==> src/rtl/counter_pkg.sv <==
// Shared types and helpers for the modulo up/down counter.
// Mode and FSM encodings plus the terminal-value helper.
package counter_pkg;

  typedef enum logic [1:0] {
    MODE_WRAP    = 2'd0,
    MODE_SAT     = 2'd1,
    MODE_ONESHOT = 2'd2,
    MODE_RSVD    = 2'd3
  } mode_e;

  typedef enum logic {
    ST_RUN  = 1'b0,
    ST_DONE = 1'b1
  } state_e;

  function automatic int term_val(
    input logic up,
    input int   m
  );
    return up ? m - 1 : 0;
  endfunction

endpackage

==> src/rtl/counter_next_val.sv <==
// Combinational next-count for the modulo up/down counter.
// Flags the terminal step and whether the mode holds there.
module counter_next_val
  import counter_pkg::*;
#(
  parameter int WIDTH = 8,
  parameter int MOD   = 2 ** WIDTH
) (
  input  logic [WIDTH-1:0] count_i,
  input  logic             up_dn_i,
  input  logic [1:0]       mode_i,
  output logic [WIDTH-1:0] next_o,
  output logic             at_term_o,
  output logic             hold_o
);

  localparam logic [WIDTH:0] MAX_W = (WIDTH+1)'(MOD - 1);

  mode_e          md;
  logic [WIDTH:0] cnt_w;
  logic [WIDTH:0] term_w;
  logic [WIDTH:0] step_w;

  assign md     = mode_e'(mode_i);
  assign cnt_w  = {1'b0, count_i};
  assign term_w = (WIDTH+1)'(term_val(up_dn_i, MOD));

  assign at_term_o = (cnt_w == term_w);
  assign hold_o    = at_term_o &&
                     (md == MODE_SAT || md == MODE_ONESHOT);

  always_comb begin
    step_w = cnt_w;
    if (at_term_o) begin
      step_w = up_dn_i ? '0 : MAX_W;
    end else if (up_dn_i) begin
      step_w = cnt_w + 1'b1;
    end else begin
      step_w = cnt_w - 1'b1;
    end
  end

  // clamp keeps the result inside 0..MOD-1 even on bad input
  always_comb begin
    next_o = step_w[WIDTH-1:0];
    if (hold_o) begin
      next_o = count_i;
    end else if (step_w > MAX_W) begin
      next_o = MAX_W[WIDTH-1:0];
    end
  end

endmodule

==> src/rtl/mod_updown_counter.sv <==
// Modulo up/down counter with load, clear and end-of-count modes.
// Registers, one-shot FSM and the reset>clear>load>en priority mux.
module mod_updown_counter
  import counter_pkg::*;
#(
  parameter int WIDTH   = 8,
  parameter int MOD     = 2 ** WIDTH,
  parameter int RST_VAL = 0
) (
  input  logic             clk,
  input  logic             reset,
  input  logic             en,
  input  logic             up_dn,
  input  logic [1:0]       mode,
  input  logic             clear,
  input  logic             load,
  input  logic [WIDTH-1:0] load_val,
  output logic [WIDTH-1:0] count_out,
  output logic             tc,
  output logic             wrap,
  output logic             load_err,
  output logic             done
);

  if (MOD < 2 || MOD > 2 ** WIDTH ||
      RST_VAL < 0 || RST_VAL >= MOD) begin : g_bad_param
    $error("mod_updown_counter: illegal MOD/RST_VAL");
  end

  localparam logic [WIDTH-1:0] RST_C = WIDTH'(RST_VAL);
  localparam logic [WIDTH-1:0] MAX_C = WIDTH'(MOD - 1);
  localparam logic [WIDTH:0]   MOD_W = (WIDTH+1)'(MOD);

  logic [WIDTH-1:0] cnt_q, cnt_d;
  state_e           st_q, st_d;
  logic             wrap_q, wrap_d;
  logic             lerr_q, lerr_d;
  logic             blk_q, blk_d;

  logic [WIDTH-1:0] nxt;
  logic             at_term;
  logic             hold;
  mode_e            md;

  assign md = mode_e'(mode);

  counter_next_val #(
    .WIDTH (WIDTH),
    .MOD   (MOD)
  ) u_next (
    .count_i   (cnt_q),
    .up_dn_i   (up_dn),
    .mode_i    (mode),
    .next_o    (nxt),
    .at_term_o (at_term),
    .hold_o    (hold)
  );

  always_comb begin
    cnt_d  = cnt_q;
    st_d   = st_q;
    wrap_d = 1'b0;
    lerr_d = 1'b0;
    blk_d  = blk_q;
    if (clear) begin
      cnt_d = RST_C;
      st_d  = ST_RUN;
      blk_d = 1'b0;
    end else if (load) begin
      if ({1'b0, load_val} >= MOD_W) begin
        cnt_d  = MAX_C;
        lerr_d = 1'b1;
      end else begin
        cnt_d = load_val;
      end
      st_d  = ST_RUN;
      blk_d = 1'b0;
    end else if (en && st_q == ST_RUN) begin
      cnt_d = nxt;
      blk_d = 1'b0;
      if (at_term) begin
        // blk_q remembers a saturated hold so wrap fires only once
        unique case (md)
          MODE_SAT: begin
            wrap_d = !blk_q;
            blk_d  = 1'b1;
          end
          MODE_ONESHOT: begin
            wrap_d = 1'b1;
            st_d   = ST_DONE;
          end
          default: wrap_d = 1'b1;
        endcase
      end
    end
  end

  always_ff @(posedge clk) begin
    if (reset) begin
      cnt_q  <= RST_C;
      st_q   <= ST_RUN;
      wrap_q <= 1'b0;
      lerr_q <= 1'b0;
      blk_q  <= 1'b0;
    end else begin
      cnt_q  <= cnt_d;
      st_q   <= st_d;
      wrap_q <= wrap_d;
      lerr_q <= lerr_d;
      blk_q  <= blk_d;
    end
  end

  assign count_out = cnt_q;
  assign tc        = (cnt_q == WIDTH'(term_val(up_dn, MOD)));
  assign wrap      = wrap_q;
  assign load_err  = lerr_q;
  assign done      = (st_q == ST_DONE);

  logic unused_hold;
  assign unused_hold = hold;

endmodule

==> config.mk <==
export PLATFORM = sky130hd
export DESIGN_NAME = mod_updown_counter
export DESIGN_NICKNAME = d
export VERILOG_FILES = /design/src/rtl/counter_pkg.sv /design/src/rtl/counter_next_val.sv /design/src/rtl/mod_updown_counter.sv
export SDC_FILE = /design/constraint.sdc
export NUM_CORES = 1
export LEC_CHECK = 0
export ABC_AREA = 0
export CAP_MARGIN = 20
export CORE_UTILIZATION = 50
export DETAILED_ROUTE_END_ITERATION = 8
export PLACE_DENSITY_LB_ADDON = 0.3
export SLEW_MARGIN = 30
export SYNTH_ARGS = -nofsm -noshare
export SYNTH_HDL_FRONTEND = slang
export SYNTH_SLANG_ARGS = --single-unit
export TNS_END_PERCENT = 30
==> constraint.sdc <==
create_clock -name clk -period 5.8 [get_ports clk]
set_input_delay 1.74 -clock clk [delete_from_list [all_inputs] [get_ports clk]]
set_output_delay 1.74 -clock clk [all_outputs]
set_load 0.05 [all_outputs]
# --- Word-level counts from Yosys, hierarchy flattened ---
# Cells that the tools add are included.
classes:
  addsub: 2
  multipliers: 0
  n_div: 0
  magnitude_cmp: 1
  n_eq_ne: 5
  shift: 0
  n_mux: 11
  n_bitwise: 3
  reduce_logical: 10
op_table:
  columns: ["cell", "count"]
  rows:
  - ["8-bit two-way mux", 6]
  - ["9-bit two-way mux", 2]
  - ["8-bit equality test", 2]
  - ["8-bit by 1-bit adder with 9-bit output (second input constant)", 1]
  - ["9-bit by 8-bit > comparator with 1-bit output (second input constant)", 1]
  - ["8-bit by 1-bit subtractor with 9-bit output (second input constant)", 1]
  - ["5-bit OR reduction", 1]
  - ["1-bit two-way mux", 3]
  - ["1-bit NOT", 3]
  - ["3-bit AND reduction", 1]
  - ["3-bit OR reduction", 1]
  - ["2-bit by 1-bit equality test with 1-bit output (second input constant)", 1]
  - ["2-bit equality test (second input constant)", 1]
  - ["1-bit logical AND", 2]
  - ["2-bit != test (second input constant)", 1]
  - ["2-bit AND reduction", 1]
  - ["2-bit nonzero test", 1]
  - ["2-bit OR reduction", 1]
  - ["1-bit logical NOT", 1]
  - ["1-bit logical OR", 1]
word_totals:
  regBits: 11
  latch_bits: 0
  ramBits: 0
  mem_bits_ro: 0
  inputBits: 16
  wordCells: 36
  memories: 0

# --- Depth between registers and ports, before layout ---
# Gate-level depths: netlist of the first run.
logic_depth:
  ltp_word: 8
  ltp_mapped: 9

# --- Cells and area by module ---
# Synthesis of the first run repeated with hierarchy kept, for this count alone.
unflattened:
  cells_unflattened: 162
  hier_area_um2: 1231.2
by_module_without_submodules:
  columns: ["mod", "n_inst", "cells_each", "area_each_um2"]
  rows:
  - ["counter_next_val", 1, 92, 655.6]
  - ["mod_updown_counter", 1, 70, 575.6]

# --- Worst setup path after synthesis of the first run ---
# OpenSTA, ideal clock, no wires.
synth_timing:
  path_kind: "input-to-output"
  from: "input up_dn"
  to: "output tc"
  t_arrival_ps: 3073
  path_slack_ps: 987
  cell_stages: 6
  n_path_buf: 1
  cell_sequence: "inv_1 > ha_1 > nand4_1 > or3_1 > buf_6 > inv_4"
synth_between:
  elab_chain_len: 2
synth_lines:
  columns: ["item", "line_no", "rtl"]
  rows:
  - ["from (decl)", "mod_updown_counter.sv:13", "input logic up_dn,"]
  - ["8-bit two-way mux", "counter_pkg.sv:21", "return up ? m - 1 : 0;"]
  - ["8-bit equality test", "mod_updown_counter.sv:115", "assign tc = (cnt_q == WIDTH'(term_val(up_dn, MOD)));"]
  - ["to (decl)", "mod_updown_counter.sv:19", "output logic tc,"]
# Every way passes these cells.

# --- Worst setup path after layout of the first run ---
# Same ends and word-level chain as after synthesis.

==> results of run 1 <==
-- stage by stage --
step	setup slack, ns	utilization, %	cell area (um2)	hold WS [ns]	total power, W
final	0.145	71.9	1250	0.467	0.000222
after global routing	0.0597	71.9	1250	0.482	0.000236
after CTS	0.161	71.9	1250	0.467	0.000223
after detailed placement	0.181	70.4	1230	0.450	0.000169
after global placement	0.269	70.4	1230	0.445	0.000168
after floorplan	0.987	-	950	0.426	0.000140
-- worst paths after layout --
check                                  from                         to  slack, ns  cells after the start
setup / recovery                      up_dn                         tc       0.15                      7
hold / removal           blk_q$_SDFFE_PP0P_         blk_q$_SDFFE_PP0P_       0.47                      2
setup reg to reg  count_out[5]$_SDFFE_PP0P_  count_out[7]$_SDFFE_PP0P_       3.30                      7
hold reg to reg          blk_q$_SDFFE_PP0P_         blk_q$_SDFFE_PP0P_       0.47                      2
-- synthesized netlist by cell type (2+ instances only) --
master                     count
sky130_fd_sc_hd__a21oi_1      11
sky130_fd_sc_hd__dfxtp_1      11
sky130_fd_sc_hd__ha_1          9
sky130_fd_sc_hd__nand2_1       9
sky130_fd_sc_hd__o221ai_1      7
sky130_fd_sc_hd__nand3_1       6
sky130_fd_sc_hd__nor2_1        6
sky130_fd_sc_hd__o21ai_0       6
sky130_fd_sc_hd__inv_1         5
sky130_fd_sc_hd__a211oi_1      4
sky130_fd_sc_hd__o211ai_1      3
sky130_fd_sc_hd__xor2_1        3
sky130_fd_sc_hd__a21o_1        2
sky130_fd_sc_hd__a31oi_1       2
sky130_fd_sc_hd__buf_6         2
sky130_fd_sc_hd__nand2b_1      2
sky130_fd_sc_hd__nor3_1        2
sky130_fd_sc_hd__o21bai_1      2
-- worst max-delay path, cell delays in order --
cell and delay [ns]:
sky130_fd_sc_hd__clkdlybuf4s50_1 0.47, sky130_fd_sc_hd__inv_1 0.16, sky130_fd_sc_hd__ha_1 0.47, sky130_fd_sc_hd__nand4_1 0.22, sky130_fd_sc_hd__or3_1 0.55, sky130_fd_sc_hd__inv_4 0.16, sky130_fd_sc_hd__buf_12 0.14
-- kinds of logic (layout without fill, tap and decap cells) --
logic type	count (synthesis)	in the layout	share of synthesized area (%)
AO/OA/AOI/OAI	48	48	36.5
adder cells (fa/ha/maj)	10	10	14.0
XOR/XNOR	4	4	3.69
buffers and inverters	10	38	6.19
other	1	1	0.395
AND/OR/NAND/NOR	31	31	16.1
flip-flops	11	11	23.2
-- final cells by class --
cell class              instances  share of cell area [%]
multi-input cells              94                    53.4
repair buffers                 27                    22.1
flip-flops and latches         11                    17.5
well taps                      25                    2.49
inverters                       7                    2.29
clock buffers                   4                    2.09
-- registers in the layout (all words and copies together), names as in the netlist --
signal and cells:
count_out 8, wrap 1, blk_q 1, done 1
-- layer usage --
layer,vias to the layer above,share of wire [%]
li1,505,-
met2,59,49
met4,0,2.4
met5,-,0
met1,490,41
met3,8,7.6
-- report_power, final --
part / leakage (nW) / switching, W / internal [W] / total, W
Combinational: 0.380 / 0.0000505 / 0.0000361 / 0.0000867
Clock: 0.0150 / 0.0000272 / 0.0000266 / 0.0000538
Sequential: 0.0900 / 0.00000324 / 0.0000786 / 0.0000819
Total: 0.485 / 0.0000809 / 0.000141 / 0.000222
==> implementation parameters, run 1 <==
Parameter                              Value

Floorplan
  Core area    0.00175 mm2
  Die Footprint    0.00208 mm2
  Starting Density    54.4%
  Number of placed I/O pins    28
  Die Ht    45.6 um
  Row count    15
  Die width    45.6 um

Global route
  Maximum number of pins on one net before global-route repair    11
  Layer with the highest usage    met2
  Initial antenna violation count    0
  Vias in the first global route    970
  Global-route wire length before repair    4110 um
  Global-route track usage on met1    34.5%
  Remaining global-route overflow    0
  Global router's overall resource usage    27.4%
  Met3 track demand over resource in global routing    6.75%
  Met2 capacity usage during global routing    44.9%

Routing
  Total detailed-routing wirelength    2450 um
  Antenna viol nets, final    0
  Violation count after the first detailed-routing iteration    60
  Avg Vias per Cell    6.32
  Number of vias in the routed layout    1062
  Routed length per placed instance    14.6 um
  Number of optimization iterations in the first detailed-route pass    4
  Detailed-route DRC error count    0

Clocking
  Total setup buffers inserted after CTS    0
  Number of buffers inserted during clock tree synthesis    3
  Number of buffers inserted by hold repair at cts    0
  Number of gates resized after cts    0
  Clock tree from TritonCTS    yes
  Clock latency at the later pin of the worst-skew pair    0.27 ns
  Clock Tree Buf Depth    2
  Clock slew at reported path FFs    0.07 ns
  Buffer type at the clock tree root    sky130_fd_sc_hd__clkbuf_4
  H-tree depth    1
  Count of clock tree sinks    11

Min path
  Hold Crit Class    reg2reg

Synthesis
  Post-synth EDFFs    0
  Syn avg cell area    8.26 um2
  Leading register cell type out of synthesis    sky130_fd_sc_hd__dfxtp_1
  Share of synthesized area occupied by flip-flops and latches    23.2%
  Ranking of synthesized cells by area    sky130_fd_sc_hd__dfxtp_1 (23%), sky130_fd_sc_hd__ha_1 (12%), sky130_fd_sc_hd__o221ai_1 (6.5%)
  Gate count of the mapped netlist    115
  Synth Net Count    141
  Asr flop ratio synth    0%
  Cell type with the largest total area after synthesis    sky130_fd_sc_hd__dfxtp_1
  Post-synthesis register bit count    11
  Top cell type's share of synthesized area    23.2%
  Yosys warning count    0
  Netlist cell types    41
  Post-Syn Area    950 um2

Run status
  Result of the run    finished clean

Worst setup path
  Required time of the worst setup path    4.06 ns
  Setup CP Type    in2out
  Critical Path Sink Type    output pin
  Critical path startpoint category    input pin
  Max Fanout on Critical Path    8
  Critical path arrival    3.91 ns

Final layout
  Area growth from synthesis to layout    32.1%
  Net count of the finished layout    170
  Antenna diode instance count    0
  # fillers    142
  Sequential cell area    220 um2
  Highest-count cells in the layout ignoring fill and taps    sky130_fd_sc_hd__clkdlybuf4s50_1 (25), sky130_fd_sc_hd__a21oi_1 (11), sky130_fd_sc_hd__dfxtp_1 (11)
  Total area of multi-input combinational cells    671 um2
  Layout cells sized above 1    6.99%
  Final Non-Filler Cells    168
  Commonest non-fill, non-tap cell in the layout    sky130_fd_sc_hd__clkdlybuf4s50_1

Timing
  Worst clock skew    0.00204 ns
  Final clock period utilization by the worst path    97.5%
  Final Slew Violations    0
  Final count of negative-setup-slack endpoints    0
  Worst slew margin    58.5%
  Achievable frequency    0.177 GHz
  Slew at the pin with the worst max-slew slack    0.618 ns
  Number of hold violations in the final report    0
  Setup TNS after final layout    0 ns
  Setup repair after global routing missed its margin    no
  Minimum clock period after layout    5.65 ns

Placement
  Dpl hpwl    1880 um
  Total instance count after detailed placement    164
  Final weighted congestion of routability-driven global placement    0.924
  Port Buffers    26

Pwr
  Peak supply drop    0.129 mV
  P_leak    0.485 nW
  Power density cells    177 mW/mm2

Run
  # Max-Cap Violations    0
No activity file was read; power rests on OpenSTA's default activity.
==> run 2: changes to the inputs <==
Settings changed: CORE_UTILIZATION 50 to 32.
==> implementation parameters, run 2 (same netlist as run 1, synthesis figures left out) <==
Parameter                              Value

Worst setup path
  Family of cells with the greatest summed delay on the critical path    buffers and inverters
  Crit path cell chain    clkdlybuf4s50_1 > inv_1 > ha_1 > nand4_1 > or3_1 > inv_4 > buf_12
  Sum of buffers and inverters on the critical path    4 (unchanged)
  Max Fanout on Critical Path    8 (unchanged)
  Critical path startpoint category    input pin
  Critical path arrival    3.91 ns (about the same)
  Slowest cell on the critical path    sky130_fd_sc_hd__or3_1
  Slowest stage delay, CP    0.55 ns (about the same)
  Required time of the worst setup path    4.06 ns (about the same)
  Critical Path Sink Type    output pin
  Setup CP Type    in2out

Clocking
  Buffer type at the clock tree root    sky130_fd_sc_hd__clkbuf_4
  Clock tree from TritonCTS    yes
  Count of clock tree sinks    11 (unchanged)
  Number of buffers inserted during clock tree synthesis    3 (unchanged)
  Clock Tree Buf Depth    2 (unchanged)
  Number of gates resized after cts    0 (unchanged)
  Total setup buffers inserted after CTS    0 (unchanged)
  Clock latency at the later pin of the worst-skew pair    0.28 ns (about the same)
  Clock slew at reported path FFs    0.07 ns (about the same)
  Number of buffers inserted by hold repair at cts    0 (unchanged)
  H-tree depth    1 (unchanged)

Timing
  Minimum setup slack in the final design    0.152 ns (+0.00676 ns)
  Setup TNS after final layout    0 ns (unchanged)
  Setup repair after global routing missed its margin    no
  Final clock period utilization by the worst path    97.4% (-0.12 points)
  Number of hold violations in the final report    0 (unchanged)
  Minimum clock period after layout    5.65 ns (-0.00676 ns)
  Final count of negative-setup-slack endpoints    0 (unchanged)
  Worst slew margin    57.9% (-0.62 points)
  Achievable frequency    0.177 GHz (+0.12%)
  Slew at the pin with the worst max-slew slack    0.627 ns (+0.00926 ns)
  Final Slew Violations    0 (unchanged)
  Worst clock skew    0.0141 ns (+0.0121 ns)

Routing
  Routed met1 length    1060 um (+4.4%)
  Avg Vias per Cell    5.87 (-7.2%)
  Violation count after the first detailed-routing iteration    20 (-67%)
  Highest metal layer with signal wires    met4
  Number of optimization iterations in the first detailed-route pass    4 (unchanged)
  Number of vias in the routed layout    1021 (-3.9%)
  Antenna viol nets, final    0 (unchanged)
  Total detailed-routing wirelength    2510 um (+2.5%)
  Detailed-route DRC error count    0 (unchanged)
  Total met3 wirelength after detailed routing    100 um (-47%)
  Met2 wire length    1320 um (+11%)
  Routed length per placed instance    14.4 um (-1.0%)

Global route
  Vias in the first global route    953 (-1.8%)
  Maximum number of pins on one net before global-route repair    11 (unchanged)
  Initial antenna violation count    0 (unchanged)
  Global router's overall resource usage    16.5% (-11 points)
  Global-route wire length before repair    4180 um (+1.7%)
  Remaining global-route overflow    0 (unchanged)

Floorplan
  Die Footprint    0.00319 mm2 (+54%)
  Core area    0.00278 mm2 (+59%)
  Die Ht    56.5 um (+24%)
  Starting Density    34.1% (-20 points)
  Number of placed I/O pins    28 (unchanged)
  Die width    56.5 um (+24%)
  Row count    19 (+4)

Final layout
  Largest register FFs    8 (unchanged)
  Antenna diode instance count    0 (unchanged)
  Net count of the finished layout    170 (unchanged)
  Highest-count cells in the layout ignoring fill and taps    sky130_fd_sc_hd__clkdlybuf4s50_1 (25), sky130_fd_sc_hd__a21oi_1 (11), sky130_fd_sc_hd__dfxtp_1 (11)
  Layout cells sized above 1    6.99% (unchanged)
  Commonest non-fill, non-tap cell in the layout    sky130_fd_sc_hd__clkdlybuf4s50_1
  Area growth from synthesis to layout    32.9%
  # fillers    263 (+85%)

Pwr
  Switching power summed over all nets    0.0000826 W (+2.0%)
  P_leak    0.485 nW (unchanged)
  Sequential power share    36.6% (-0.2 points)
  Peak supply drop    0.103 mV (-21%)
  Switching Fraction    36.9% (+0.47 points)
  P_int    0.000141 W (about the same)
  Power density cells    177 mW/mm2 (+0.15%)
  Clock group share of total power    25.2% (+1.0 points)
  Combinational cell fraction of total power    38.2% (-0.8 points)

Placement
  Post-Place Setup Slack    0.177 ns (-0.00409 ns)
  Dpl hpwl    1960 um (+4.4%)
  Port Buffers    26 (unchanged)
  Final weighted congestion of routability-driven global placement    0.950 (+2.8%)

Run
  # Max-Cap Violations    0 (unchanged)

Min path
  Hold Crit Class    reg2reg

Run status
  Result of the run    finished clean
-- run 2: cell counts in the layout (fill, tap and decap cells not counted) --
Identical to the previous run, type by type.
-- run 2: worst register-to-register path: stages, from the launching register on --
cell	delay (ns)
sky130_fd_sc_hd__dfxtp_1	0.34
sky130_fd_sc_hd__ha_1	0.36
sky130_fd_sc_hd__nand4_1	0.21
sky130_fd_sc_hd__or3_1	0.33
sky130_fd_sc_hd__inv_4	0.10
sky130_fd_sc_hd__or4_4	0.57
sky130_fd_sc_hd__a31oi_4	0.32
sky130_fd_sc_hd__a21oi_1	0.11
-- run 2: path summary, 6_finish.rpt --
kind / from / endpoint / slack (ns) / cells past startpoint
worst max-delay path: up_dn / tc / 0.15 / 7
worst min-delay path: blk_q$_SDFFE_PP0P_ / blk_q$_SDFFE_PP0P_ / 0.46 / 2
worst max register to register: count_out[4]$_SDFFE_PP0P_ / count_out[7]$_SDFFE_PP0P_ / 3.31 / 7
worst min register to register: blk_q$_SDFFE_PP0P_ / blk_q$_SDFFE_PP0P_ / 0.46 / 2
-- run 2: metrics by stage --
| step | total power, W | cells | instance area, um2 | util [%] | hold slack (ns) |
|---|---|---|---|---|---|
| after floorplan | 0.000140 | 115 | 950 | - | 0.426 |
| after global placement | 0.000168 | 170 | 1240 | 44.4 | 0.446 |
| after detailed placement | 0.000169 | 170 | 1240 | 44.4 | 0.454 |
| after CTS | 0.000225 | 174 | 1260 | 45.4 | 0.464 |
| after global routing | 0.000237 | 174 | 1260 | 45.4 | 0.487 |
| final | 0.000224 | 174 | 1260 | 45.4 | 0.456 |
-- run 2: cell type report --
class	count	area (um2)	area share (%)
Inverter	7	28.8	2.28
Clock buffer	4	26.3	2.08
Tap cell	31	38.8	3.07
Timing Repair Buffer	27	278	22.0
Multi-Input combinational cell	94	671	53.1
Sequential cell	11	220	17.4
-- run 2: metal layers --
layer	GRT usage, %	vias to the layer above
met1	19.7	481
met2	29.7	29
li1	-	507
met5	0	-
met3	2.53	4
met4	5.23	0
-- run 2: power groups by stage --
stage / combinational, W / sequential [W] / clock, W
after detailed placement: 0.0000851 / 0.0000836 / 0
after global placement: 0.0000840 / 0.0000837 / 0
final: 0.0000857 / 0.0000819 / 0.0000565
after floorplan: 0.0000468 / 0.0000935 / 0
after global routing: 0.0000931 / 0.0000822 / 0.0000616
after CTS: 0.0000856 / 0.0000819 / 0.0000577
